[src/rtl/muldiv_unit.sv]
// Iterative MIPS multiply/divide unit owning the HI/LO registers.
// Define MULDIV_FAST_MUL_EN for a single-cycle MULT/MULTU product.
module muldiv_unit (
  input  logic        clk,
  input  logic        rst_n,
  input  logic        start,
  input  logic [1:0]  op,
  input  logic [31:0] a,
  input  logic [31:0] b,
  input  logic        wr_hi,
  input  logic        wr_lo,
  input  logic        cancel,
  output logic        busy,
  output logic        done,
  output logic [31:0] hi,
  output logic [31:0] lo
);

  typedef enum logic [1:0] {
    IDLE,
    CALC,
    FIX,
    DONE
  } state_t;

  state_t      state_q, state_d;
  logic [4:0]  cnt_q, cnt_d;
  logic [63:0] acc_q, acc_d;
  logic [31:0] opnd_q, opnd_d;
  logic [31:0] hi_q, hi_d;
  logic [31:0] lo_q, lo_d;
  logic        is_div_q, is_div_d;
  logic        neg_res_q, neg_res_d;
  logic        neg_rem_q, neg_rem_d;
  logic        busy_q, busy_d;
  logic        done_q, done_d;

  logic        sgn;
  logic [31:0] mag_a, mag_b;
  logic [32:0] mul_sum;
  logic [32:0] div_cand;
  logic [33:0] div_diff;
  logic [63:0] prod_fix;

  always_comb begin
    sgn      = ~op[0];
    mag_a    = (sgn && a[31]) ? (32'd0 - a) : a;
    mag_b    = (sgn && b[31]) ? (32'd0 - b) : b;
    mul_sum  = {1'b0, acc_q[63:32]}
             + {1'b0, (acc_q[0] ? opnd_q : 32'd0)};
    div_cand = acc_q[63:31];
    div_diff = {1'b0, div_cand} - {2'b00, opnd_q};
    prod_fix = neg_res_q ? (64'd0 - acc_q) : acc_q;

    state_d   = state_q;
    cnt_d     = cnt_q;
    acc_d     = acc_q;
    opnd_d    = opnd_q;
    hi_d      = hi_q;
    lo_d      = lo_q;
    is_div_d  = is_div_q;
    neg_res_d = neg_res_q;
    neg_rem_d = neg_rem_q;

    unique case (state_q)
      IDLE, DONE: begin
        state_d = IDLE;
        if (wr_hi) hi_d = a;
        if (wr_lo) lo_d = a;
        if (start) begin
          state_d   = CALC;
          cnt_d     = 5'd0;
          is_div_d  = op[1];
          acc_d     = {32'd0, (op[1] ? mag_a : mag_b)};
          opnd_d    = op[1] ? mag_b : mag_a;
          // x/0 keeps quotient all-ones and remainder equal to a
          neg_res_d = sgn & (a[31] ^ b[31])
                    & (~op[1] | (b != 32'd0));
          neg_rem_d = sgn & a[31];
`ifdef MULDIV_FAST_MUL_EN
          if (!op[1]) begin
            state_d = FIX;
            acc_d   = {32'd0, mag_a} * {32'd0, mag_b};
          end
`endif
        end
      end
      CALC: begin
        cnt_d = cnt_q + 5'd1;
        if (is_div_q) begin
          if (!div_diff[33])
            acc_d = {div_diff[31:0], acc_q[30:0], 1'b1};
          else
            acc_d = {div_cand[31:0], acc_q[30:0], 1'b0};
        end else begin
          acc_d = {mul_sum, acc_q[31:1]};
        end
        if (cnt_q == 5'd31) state_d = FIX;
      end
      FIX: begin
        state_d = DONE;
        if (is_div_q) begin
          hi_d = neg_rem_q ? (32'd0 - acc_q[63:32])
                           : acc_q[63:32];
          lo_d = neg_res_q ? (32'd0 - acc_q[31:0])
                           : acc_q[31:0];
        end else begin
          hi_d = prod_fix[63:32];
          lo_d = prod_fix[31:0];
        end
      end
      default: state_d = IDLE;
    endcase

    if (cancel) begin
      state_d = IDLE;
      cnt_d   = 5'd0;
      hi_d    = hi_q;
      lo_d    = lo_q;
    end

    busy_d = (state_d == CALC) || (state_d == FIX);
    done_d = (state_d == DONE);
  end

  always_ff @(posedge clk or negedge rst_n) begin
    if (!rst_n) begin
      state_q   <= IDLE;
      cnt_q     <= 5'd0;
      acc_q     <= 64'd0;
      opnd_q    <= 32'd0;
      hi_q      <= 32'd0;
      lo_q      <= 32'd0;
      is_div_q  <= 1'b0;
      neg_res_q <= 1'b0;
      neg_rem_q <= 1'b0;
      busy_q    <= 1'b0;
      done_q    <= 1'b0;
    end else begin
      state_q   <= state_d;
      cnt_q     <= cnt_d;
      acc_q     <= acc_d;
      opnd_q    <= opnd_d;
      hi_q      <= hi_d;
      lo_q      <= lo_d;
      is_div_q  <= is_div_d;
      neg_res_q <= neg_res_d;
      neg_rem_q <= neg_rem_d;
      busy_q    <= busy_d;
      done_q    <= done_d;
    end
  end

  assign busy = busy_q;
  assign done = done_q;
  assign hi   = hi_q;
  assign lo   = lo_q;

endmodule

[config.mk]
export PLATFORM = sky130hd
export DESIGN_NAME = muldiv_unit
export DESIGN_NICKNAME = d
export VERILOG_FILES = /design/src/rtl/muldiv_unit.sv
export SDC_FILE = /design/constraint.sdc
export NUM_CORES = 1
export LEC_CHECK = 0
export CAP_MARGIN = 20
export CELL_PAD_IN_SITES_DETAIL_PLACEMENT = 2
export CELL_PAD_IN_SITES_GLOBAL_PLACEMENT = 2
export CORE_AREA = 2 2 203 205
export DETAILED_ROUTE_END_ITERATION = 6
export DIE_AREA = 0 0 205 207
export PLACE_DENSITY = 0.95
export SLEW_MARGIN = 0
export SYNTH_ARGS = -nofsm -noshare
export SYNTH_HDL_FRONTEND = slang
export SYNTH_SLANG_ARGS = --single-unit
[constraint.sdc]
create_clock -name clk -period 7.85 [get_ports clk]
set_clock_uncertainty 0.15 [all_clocks]
set_input_delay 1.57 -clock clk [delete_from_list [all_inputs] [get_ports clk]]
set_output_delay 1.57 -clock clk [all_outputs]
set_load 0.01 [all_outputs]
; Word level (Yosys, flattened, before mapping)
; Index checks and enable logic that the tools add are counted.
[word_totals]
reg_bits = 172
latchBits = 0
ramBits = 0
romBits = 0
input_bits = 72
output_inout_bits = 66
wordCells = 77
memories = 0
[classes]
addsub = 8
mul = 0
div_mod_pow = 0
n_lt_le_gt_ge = 0
eq_ne = 11
n_shift = 0
muxes = 25
n_bitwise = 8
reduce_logical = 14
[ops]
columns = cell, count
row1 = $mux W32, 11
row2 = $mux W64, 4
row3 = $pmux W32 S2, 2
row4 = $pmux W64 S2, 1
row5 = $sub A1 B32 Y32 const A, 4
row6 = $sub A1 B64 Y64 const A, 1
row7 = $sub A33 B32 Y34, 1
row8 = $add A32 B32 Y33, 1
row9 = $reduce_bool A32 Y1, 1
row10 = $mux W5, 2
row11 = $pmux W5 S2, 1
row12 = $eq A2 B2 Y1 const B, 4
row13 = $ne A2 B2 Y1 const B, 3
row14 = $pmux W2 S3, 1
row15 = $reduce_and A2 Y1, 3
row16 = $reduce_and A3 Y1, 2
row17 = $add A5 B1 Y5 const B, 1
row18 = $eq A5 B5 Y1 const B, 1
row19 = $eq A2 B1 Y1 const B, 2
row20 = $mux W2, 2
row21 = $reduce_bool A2 Y1, 2
row22 = $and A1 B1 Y1, 3
row23 = $ne A3 B3 Y1 const B, 1
row24 = $not A1 Y1, 3
row25 = other kinds (8), 9

; Logic depth before layout (Yosys ltp)
; Gate-level depths: netlist of the first run.
[depth]
depth_word = 6
mapped_depth = 14
depth_no_buf = 12

; Least setup slack after synthesis of the first run
; No wires, ideal clock.
[synth_path]
path_kind = input-to-reg
startpoint = input a[9]
endpoint = register acc_q[25]
setup_ps = 126
arrival_ps = 3857
required_ps = 7574
setup_slack_ps = 3717
cell_stages = 8
path_buffers = 0
cell_sequence = or4_4 -> or4_4 -> or4_4 -> nor2_1 -> a21oi_1 -> xnor2_1 -> a21oi_1 -> a221o_1
[synth_via]
elab_chain_len = 5
[synth_lines]
columns = item, line_no
row1 = "start, declared", 8  ; input logic [31:0] a,
row2 = $sub A1 B32 Y32, 47  ; mag_a = (sgn && a[31]) ? (32'd0 - a) : a;
row3 = $mux W32, 47
row4 = $mux W32, 74  ; acc_d = {32'd0, (op[1] ? mag_a : mag_b)};
row5 = $mux W64, 70  ; if (start) begin
row6 = $pmux W64 S2, 65  ; unique case (state_q)
row7 = "end signal, assigned", 130  ; acc_q <= 64'd0;
row8 = "end signal, assigned", 142  ; acc_q <= acc_d;
row9 = "end, declared", 28  ; logic [63:0] acc_q, acc_d;
; Every way passes these cells. The select of a mux whose other input is x is not followed.
; A chain may end at the register's enable or synchronous reset.

; Final worst setup path of the first run
[layout_path]
startpoint = register acc_q[38]
endpoint = register acc_q[60]
[layout_via]
elab_chain_len = 4
elab_cells_between_ends = 5
cone_classes = 2 x add/sub / 3 x mux
[layout_lines]
columns = item, line_no
row1 = $sub A33 B32 Y34, 52  ; div_diff = {1'b0, div_cand} - {2'b00, opnd_q};
row2 = $mux W64, 91  ; if (!div_diff[33])
row3 = $mux W64 (*), 90  ; if (is_div_q) begin
row4 = $pmux W64 S2 (*), 65
; Every way passes the cells marked *; elsewhere a longest branch is shown, timed or not.

==> run metrics, run 1 <==
Pleak=7.13 nW; Syn Inst Count=between 1,500 and 2,000; Final Core Density=0.435; Starting Density=0.375; full die area=between 40,000 and 50,000 um2; Synth async-reset ratio=1.00; clk sink count=~170; DRT Pass-1 Iters=7; met3 Use GR=0.120; Clk Latency, worst-skew pair=around 0.48 ns; area post-placement=about 17,000 um2; GPL Wtd Cong=a little under 1; max_cap viols=0; Site Rows=74; layer with the highest usage=met2; GRT met2 Usage=0.664; RSZ-0062 raised after global routing=no; setup violators final=0; outcome=finished, violations left; die extent in y=between 200 and 250 um; CP Class=reg -> reg; clock buffer depth=2; Crit Path Max Fanout=15; clock-pin slew on the worst setup and hold paths=around 0.08 ns; Crit path arrival time=5.44 ns; fin nets=approximately 2,200; post-route insts no fill=around 2,600; final hold violation count=0; Finished Cell Area=~18,000 um2; H-Tree Depth=4; Post-CTS Repair Setup Buffers=0; vias in the first global route=19,900; Req. time, crit path=between 8 and 9 ns; wirelength, routed=about 92,000 um; first-pass GRT wire length=around 130,000 um; initial antenna violation count=5; CP endpoint kind=register; # DRC=3; IO Pins=138; GRT overflow=0; Mapped Avg Cell Area=slightly below 8 um2; ys flop type=dfrtp_1; Vias=18,400; GRT Total Usage=0.424; post-route minimum period=~5.2 ns; number of distinct library cells after synthesis=slightly below 80; Post-Syn Area=~15,000 um2; CTS Hold Bufs=0; Iter 0 DRT Violations=between 2,000 and 2,500; hold_ws=~0.35 ns; area grow syn2layout=16.0%; most frequent cells in the layout=a21oi_1, nand2_1, nor2_1; final period utilization=0.660; CORE AREA=just over 40,000 um2; CTS tree=done; largest net degree at the start of global routing=between 100 and 150; Synth Warn #=0; DP HPWL=between 60,000 and 70,000 um; root buffer cell=clkbuf_16; worst min-delay path class=reg -> reg; EDFF count, synth=0; IO buf count=around 140; Fin Setup TNS=0 ns; failing checks=DRC; worst setup margin=2.67 ns; sequential fraction of the synthesis area=0.284; met1 Use GR=0.485; VDD IR max=roughly 140 uV; Startpoint Class=register; layout cells sized above 1=0.0489; max-slew violation count=0; commonest non-fill, non-tap cell in the layout=a21oi_1; Placed Cells=about 2,500; Worst Setup Slack post-DPL=between 2 and 3 ns; cell area power density=about 230 nW/um2; Die Wd=205 um; fmax=~0.19 GHz; max_slew headroom=0.241; syn_nets=around 2,100; post_cts resized=0; Worst Max-Slew Pin Slew=1.11 ns; total power draw=4.05 mW; Yosys reg bits=between 150 and 200; vias per cell=between 7 and 8; Num CTS Buffers=17; WL/cell=between 30 and 40 um; remaining antenna violation count after routing=0
[Yosys cell counts (7+ instances only)]
cell type    n  share of area
a211oi_1    41          0.020
dfrtp_1    172           0.28
mux2i_1     46          0.030
o41ai_1     11         0.0064
a21oi_1    205          0.068
and3_1      11         0.0045
a221oi_1     9         0.0052
nand2_1    201          0.050
a221o_1      7         0.0046
inv_1       71          0.018
nand4_1     16         0.0066
o211ai_1    35          0.017
o21ai_0    162          0.054
o31ai_1     29          0.014
xor2_1      74          0.043
clkbuf_1    97          0.024
o311ai_0     7         0.0040
o21bai_1     7         0.0035
nor3_1      46          0.015
or2_2        8         0.0033
a21o_1      37          0.018
mux2_2      19          0.014
nor2b_1     16         0.0066
nand3b_1    10         0.0050
xnor2_1     89          0.051
o221ai_1    12         0.0069
or4_1       13         0.0064
a31oi_1     21         0.0087
a22oi_1     10         0.0050
nor4_1      19         0.0078
buf_1        9         0.0022
o21a_1      14         0.0069
nor2_1     199          0.049
nand3_1     37          0.012
or3_1       15         0.0062
and2_1       8         0.0033
ha_1        73          0.060
nand2b_1     9         0.0037
[critical path, cell delays in order, from the launching register on]
cell       delay [ns]
dfrtp_1          0.65
ha_1             0.60
nand2_1          0.09
o21ai_0          0.46
a21oi_1          0.20
a2111oi_2        0.94
or3_1            0.56
nand2_1          0.62
o311ai_0         0.60
a32o_1           0.23
[flip-flops by register name (all words and copies together) (netlist names), 2 cells and up]
name	flops
acc_q	64
cnt_q	5
hi	32
lo	32
opnd_q	32
state_q	2
[final cells by class]
| type | count | area, um2 |
|---|---|---|
| inverters | 72 | 270 |
| well taps | 532 | 666 |
| diodes | 3 | 7.51 |
| flip-flops and latches | 172 | 4310 |
| multi-input cells | 1594 | 10200 |
| fillers | 4448 | 22800 |
| clock buffers | 20 | 447 |
| repair buffers | 157 | 1560 |
| clock inverters | 10 | 119 |
[worst paths after layout]
check                           from   endpoint  slack, ns  depth (start not counted)
max                        acc_q[38]  acc_q[60]       2.67                          9
min                           lo[11]     lo[11]       0.35                          2
max reg2reg                acc_q[38]  acc_q[60]       2.67                          9
min reg2reg                   lo[11]     lo[11]       0.35                          2
max in group asynchronous      rst_n  acc_q[35]       5.04                          3
min in group asynchronous      rst_n      lo[8]       1.06                          1
[power breakdown]
part / internal, mW / switching (mW)
registers: 1.02 / 0.254
clock network: 0.476 / 0.445
logic: 0.640 / 1.22
total: 2.13 / 1.92
[layer usage]
metal | up-vias | part of all wire
met5 | - | 0.00014
met4 | 2 | 0.090
met3 | 573 | 0.098
met2 | 1438 | 0.45
met1 | 9164 | 0.36
li1 | 7228 | -
[cells by family after synthesis]
| kind of cell | count (synthesis) | share of synthesized area |
|---|---|---|
| mux | 65 | 0.0445 |
| flops | 172 | 0.284 |
| simple gates | 629 | 0.193 |
| buf+inv | 181 | 0.0451 |
| xor+xnor | 163 | 0.0943 |
| compound gates | 662 | 0.276 |
| fa+ha+maj | 75 | 0.0629 |
Note: power is estimated with default switching activity, not from simulation.
==> run 2: changes to the inputs <==
--- a/config.mk
+++ b/config.mk
@@ -8,10 +8,10 @@
 export CAP_MARGIN = 20
 export CELL_PAD_IN_SITES_DETAIL_PLACEMENT = 2
 export CELL_PAD_IN_SITES_GLOBAL_PLACEMENT = 2
-export CORE_AREA = 2 2 203 205
+export CORE_AREA = 2 2 212 214
 export DETAILED_ROUTE_END_ITERATION = 6
-export DIE_AREA = 0 0 205 207
-export PLACE_DENSITY = 0.95
+export DIE_AREA = 0 0 214 216
+export PLACE_DENSITY = 0.89
 export SLEW_MARGIN = 0
 export SYNTH_ARGS = -nofsm -noshare
 export SYNTH_HDL_FRONTEND = slang
==> constraint.sdc (replaced) <==
create_clock -name clk -period 5.05 [get_ports clk]
set_clock_uncertainty 0.15 [all_clocks]
set_input_delay 1.01 -clock clk [delete_from_list [all_inputs] [get_ports clk]]
set_output_delay 1.01 -clock clk [all_outputs]
set_load 0.01 [all_outputs]
==> run 2 against run 1 <==
Effect of this change:
- the flow now finishes without violations
- register-to-register slack got worse by 2.0 ns
- cell area increased by 1.7%
- routed wire length decreased by 14%
- power increased by 50%
- fmax increased by 18%
- critical path type unchanged
- largest cell class unchanged
- largest power group unchanged
==> run metrics, run 2 (synthesized netlist as in run 1, its figures left out) <==
clk sink count=172 (unchanged); CP Class=reg -> reg; DP HPWL=58,100 um (-4.8%); reg-to-reg setup timing slack=0.64 ns (-2.03 ns); IO buf count=137 (unchanged); worst min-delay path class=reg -> reg; max_slew headroom=0.311 (+0.0706); met1 Use GR=0.432 (-0.0529); CTS Hold Bufs=0 (unchanged); Starting Density=0.346 (-0.0297); remaining antenna violation count after routing=0 (unchanged); Crit path arrival time=4.63 ns (-0.81 ns); RSZ-0062 raised after global routing=no; Final Core Density=0.408 (-0.0278); cell count along the critical path=10 (+1); Worst Hold Launch=lo[9]; DRT Pass-1 Iters=6 (-1); GRT met2 Usage=0.547 (-0.117); full die area=46,200 um2 (+8.9%); Placed Cells=2,615 (+3.6%); outcome=finished, final reports clean; layout cells sized above 1=0.0642 (+0.0153); initial antenna violation count=2 (-3); Multi-input gate area=10,200 um2 (about the same); met3 Use GR=0.0407 (-0.0796); Vias=16,900 (-8.0%); Slowest-stage cell, CP=a2111oi_2; Post-CTS Repair Setup Buffers=0 (unchanged); Iter 0 DRT Violations=1,552 (-33%); worst hold stages=1 (-1); max_cap viols=0 (unchanged); max-slew violation count=0 (unchanged); vias per cell=6.39 (-11%); fmax=0.227 GHz (+18%); root buffer cell=clkbuf_16; post-route minimum period=4.41 ns (-0.773 ns); Req. time, crit path=5.27 ns (-2.84 ns); layer with the highest usage=met2; Site Rows=77 (+4.1%); GRT overflow=0 (unchanged); fin nets=2,189 (+1.3%); die extent in y=216 um (+4.3%); Hold Path End=lo[9]; largest net degree at the start of global routing=71 (-32%); Pleak=7.28 nW (+2.1%); area grow syn2layout=17.9%; cell area power density=341 nW/um2 (+48%); Biggest register=acc_q; Largest register FFs=64 (unchanged); final hold violation count=0 (unchanged); wirelength, routed=78,800 um (-14%); storage element area=4310 um2 (unchanged); reg-to-reg startpoint=acc_q[32]; reg-to-reg endpoint=acc_q[56]; setup violators final=0 (unchanged); first-pass GRT wire length=118,000 um (-12%); hold_ws=0.345 ns (-0.00377 ns); commonest non-fill, non-tap cell in the layout=a21oi_1; Finished Cell Area=17,900 um2 (+1.7%); CORE AREA=43,800 um2 (+8.6%); post-route insts no fill=2,650 (+3.5%); GRT Total Usage=0.337 (-0.0874); most frequent cells in the layout=a21oi_1, nand2_1, nor2_1; worst-path cell chain=ha_1 > nor2b_1 > o31a_1 > o211ai_1 > a2111oi_2 > nor3_2 > nor2_1 > buf_4 > mux2_2 > a211o_1; Worst Max-Slew Pin Slew=1.03 ns (-0.0773 ns); Num CTS Buffers=17 (unchanged); GPL Wtd Cong=0.923 (-5.7%); CP peak stage delay=0.76 ns (-0.18 ns); vias in the first global route=18,000 (-9.5%); Clk Latency, worst-skew pair=0.49 ns (about the same); CTS tree=done; VDD IR max=279 uV (+97%); post_cts resized=0 (unchanged); clock-pin slew on the worst setup and hold paths=0.08 ns (about the same); WL/cell=29.7 um (-17%); # DRC=0 (-3); H-Tree Depth=4 (unchanged); Startpoint Class=register; CP endpoint kind=register; CP top delay family=compound AO/OA/AOI/OAI gates; R2R cell count=10 (+1); clock buffer depth=2 (unchanged); CP Buf/Inv Count=1 (+1); Crit Path Max Fanout=19 (+4); filler cell count=4,953 (+11%); IO Pins=138 (unchanged); final period utilization=0.873 (+0.213); area post-placement=17,300 um2 (+1.9%); Die Wd=214 um (+4.4%); Fin Setup TNS=0 ns (unchanged)
-- run 2: cell types whose count changed in the layout (fill, tap and decap cells not counted), sizes merged --
cell      previous run  this run
buf                 22        50
inv                 72        80
bufinv               2         1
clkinvlp             3         1
clkbuf              20        17
-- run 2: power by group --
part           total (mW)  switching (mW)  internal, mW
combinational        2.76            1.75          1.01
clock                1.44           0.727         0.709
sequential           1.90           0.319          1.58
total                6.10            2.79          3.31
-- run 2: layer usage --
metal,wire (um),vias to the layer above
li1,-,7284
met1,32800,8686
met2,36400,756
met3,4900,202
met4,4720,2
met5,9,-
-- run 2: worst max path at each step --
| stage | from | to | slack [ns] |
|---|---|---|---|
| 3_3_place_gp | a[7] | acc_q[25] | 0.77 |
| 3_5_place_dp | b[9] | acc_q[30] | 0.59 |
| 2_1_floorplan | a[9] | acc_q[25] | 1.48 |
| 6_report | acc_q[32] | acc_q[56] | 0.64 |
| 4_1_cts | acc_q[0] | acc_q[56] | 0.84 |
| 5_1_grt | acc_q[0] | acc_q[56] | 0.43 |
-- run 2: final cells by class --
cell class / instances / share of cell area
diodes: 3 / 0.000420
clock buffers: 17 / 0.0238
clock inverters: 15 / 0.00959
inverters: 72 / 0.0151
multi-input cells: 1594 / 0.571
flip-flops and latches: 172 / 0.241
well taps: 592 / 0.0415
repair buffers: 185 / 0.0974
-- run 2: through the flow --
step	total power [mW]	setup WS, ns
floorplan	3.37	1.48
global placement	4.36	0.771
detailed placement	4.53	0.593
CTS	6.02	0.836
global route	6.34	0.435
finish	6.10	0.642
==> variant: new RTL, config.mk and constraints of run 2 <==
`hi_q` and `lo_q` no longer have a reset.
--- a/src/rtl/muldiv_unit.sv
+++ b/src/rtl/muldiv_unit.sv
@@ -129,8 +129,6 @@
       cnt_q     <= 5'd0;
       acc_q     <= 64'd0;
       opnd_q    <= 32'd0;
-      hi_q      <= 32'd0;
-      lo_q      <= 32'd0;
       is_div_q  <= 1'b0;
       neg_res_q <= 1'b0;
       neg_rem_q <= 1'b0;
@@ -141,14 +139,17 @@
       cnt_q     <= cnt_d;
       acc_q     <= acc_d;
       opnd_q    <= opnd_d;
-      hi_q      <= hi_d;
-      lo_q      <= lo_d;
       is_div_q  <= is_div_d;
       neg_res_q <= neg_res_d;
       neg_rem_q <= neg_rem_d;
       busy_q    <= busy_d;
       done_q    <= done_d;
     end
+  end
+
+  always_ff @(posedge clk) begin
+    hi_q <= hi_d;
+    lo_q <= lo_d;
   end
 
   assign busy = busy_q;
Check against the original RTL: not equivalent (Yosys sat finds a counterexample within 4 cycles, from zero or initial values and one cycle with rst_n low).
==> variant against run 2 <==
  * Non-clock buffer count fell by 13
  * Critical path depth rose by 4
  * Clock power barely moved
  * Total power fell by 7.1%
  * Routed wire length fell by 12%
  * Utilization fell by 1.3 points
  * Final area fell by 3.2%
  * Largest cell class unchanged
  * Sequential cell count did not move
  * Area after synthesis fell by 3.4%
  * Setup slack improved by 0.035 ns
==> variant: results (changes against run 2) <==
stage	metric	value	unit	change
critical_path	crit_arrival	4.59	ns	-0.04 ns
route	firstDrtPassIters	5		-1
logic_synthesis	synth-edff-count	64		+64
logic_synthesis	ys_warn_count	0		unchanged
placed_design	placement.cell_area	16700	um2	-3.3%
clocking	cts_hold_buffers	0		unchanged
logic_synthesis	synthDistinctLibCells	79		+1.3%
flow_run	drv_cap	0		unchanged
clocking	clk_path_buf_depth	2		unchanged
min_path	hold_end	opnd_q[8]		
layout	nets	2050		-6.3%
clocking	cts_buffers	17		unchanged
logic_synthesis	synth_nets	1961		-6.4%
clocking	h-tree-depth	4		unchanged
logic_synthesis	async_reset_ff_frac	0.628		-0.372
layout	drive_above_1_share	0.0767		+0.0125
timing	hold_slack	0.352	ns	+0.00672 ns
clocking	clk_latency	0.51	ns	+0.02 ns
global_route	grt_pass1_vias	16826		-6.5%
layout	n_antenna_cell	0		-3
timing	final-hold-violation-count	0		unchanged
critical_path	r2r-start	acc_q[0]		
power	power_leakage	7.03	nW	-3.4%
layout	largest_reg_flops	64		unchanged
route	via_per_inst	6.10		-4.5%
route	drtIter0Drc	1153		-26%
timing	worst_pin_slew	1.06	ns	+0.0271 ns
global_route	grt.total_usage	0.299		-0.0381
global_route	grt_max_degree	73		+2.8%
power	ir_worst_vdd	0.184	mV	-34%
clocking	clkTransAtPathRegs	0.08	ns	about the same
critical_path	r2r-end	acc_q[62]		
min_path	hold_start	opnd_q[8]		
critical_path	r2r_slack	0.68	ns	+0.03 ns
min_path	hold_depth	2		+1
placed_design	hpwl	51.6	mm	-11%
layout	nFillCells	4861		-1.9%
clocking	cts_setup_buffers	0		unchanged
global_route	antenna_found_initial	2		unchanged
logic_synthesis	netlist_top_cells_area	dfrtp_1 (18%), edfxtp_1 (13%), a21oi_1 (8.5%)		
critical_path	rr_worst_depth	14		+4
global_route	grt_first_pass_wirelength	106	mm	-10%
clocking	cts-root-buf	clkbuf_16		
clocking	cts_resized	0		unchanged
logic_synthesis	ys_top_cells_by_count	a21oi_1 (247), nor2_1 (238), nand2_1 (139), o21ai_0 (136), dfrtp_1 (108)		
logic_synthesis	ys.flop_type	dfrtp_1		
placed_design	gp_congestion	0.946		+2.4%
status	status	complete, no violations		
critical_path	path_max_fanout	23		+4
route	wl_per_cell	27.7	um	-6.7%
logic_synthesis	yosysSeqAreaShare	0.316		+0.0320
[variant: layout make-up]
type	count	area, um2	share of cell area
inverters	67	251	0.0145
repair buffers	172	1650	0.0954
clock buffers	17	425	0.0246
well taps	592	741	0.0428
clock inverters	15	174	0.0101
multi-input cells	1473	9420	0.545
flip-flops and latches	172	4630	0.268
[variant: worst max path at each step]
stage / startpoint / endpoint / slack [ns] / cells past startpoint
detailed placement: b[3] / acc_q[27] / 0.64 / 12
global placement: b[7] / acc_q[30] / 0.77 / 11
global route: acc_q[31] / acc_q[62] / 0.31 / 14
floorplan: cancel / hi[0] / 0.79 / 2
CTS: acc_q[0] / acc_q[62] / 0.72 / 14
finish: acc_q[0] / acc_q[62] / 0.68 / 14
[variant: power breakdown]
part | total, mW | internal (mW) | switching (mW)
Clock | 1.44 | 0.708 | 0.737
Combinational | 2.35 | 0.876 | 1.47
Sequential | 1.88 | 1.60 | 0.275
[variant: stage by stage]
| stage | instances | worst slack [ns] |
|---|---|---|
| floorplan | 1814 | 0.785 |
| global placement | 2475 | 0.772 |
| detailed placement | 2476 | 0.641 |
| CTS | 2508 | 0.717 |
| global route | 2508 | 0.305 |
| finish | 2508 | 0.677 |
[variant: cells by family (layout without fill, tap and decap cells)]
kind of cell | count (synthesis) | after routing | synth area share
compound gates | 593 | 593 | 0.246
simple gates | 577 | 577 | 0.184
flops | 172 | 172 | 0.316
xor+xnor | 170 | 170 | 0.102
buf+inv | 169 | 271 | 0.0446
fa+ha+maj | 75 | 75 | 0.0652
mux | 58 | 58 | 0.0423
[variant: critical path, cell delays in order, from the launching register on]
cell	delay (ns)
dfrtp_1	0.45
inv_1	0.35
buf_4	0.38
nor2_1	0.09
ha_1	0.39
nand2_1	0.10
nor4b_1	0.24
o21ai_0	0.22
and2_1	0.25
o31a_1	0.36
o31ai_1	0.42
a21oi_1	0.17
o21ai_0	0.34
mux2i_1	0.25
o21ai_1	0.07
[variant: layer usage]
| layer | share of wire | up-vias | GRT usage |
|---|---|---|---|
| li1 | - | 6707 | - |
| met1 | 0.41 | 7837 | 0.365 |
| met2 | 0.49 | 570 | 0.510 |
| met3 | 0.049 | 182 | 0.0428 |
| met4 | 0.050 | 2 | 0.157 |
| met5 | 0.00022 | - | 0 |
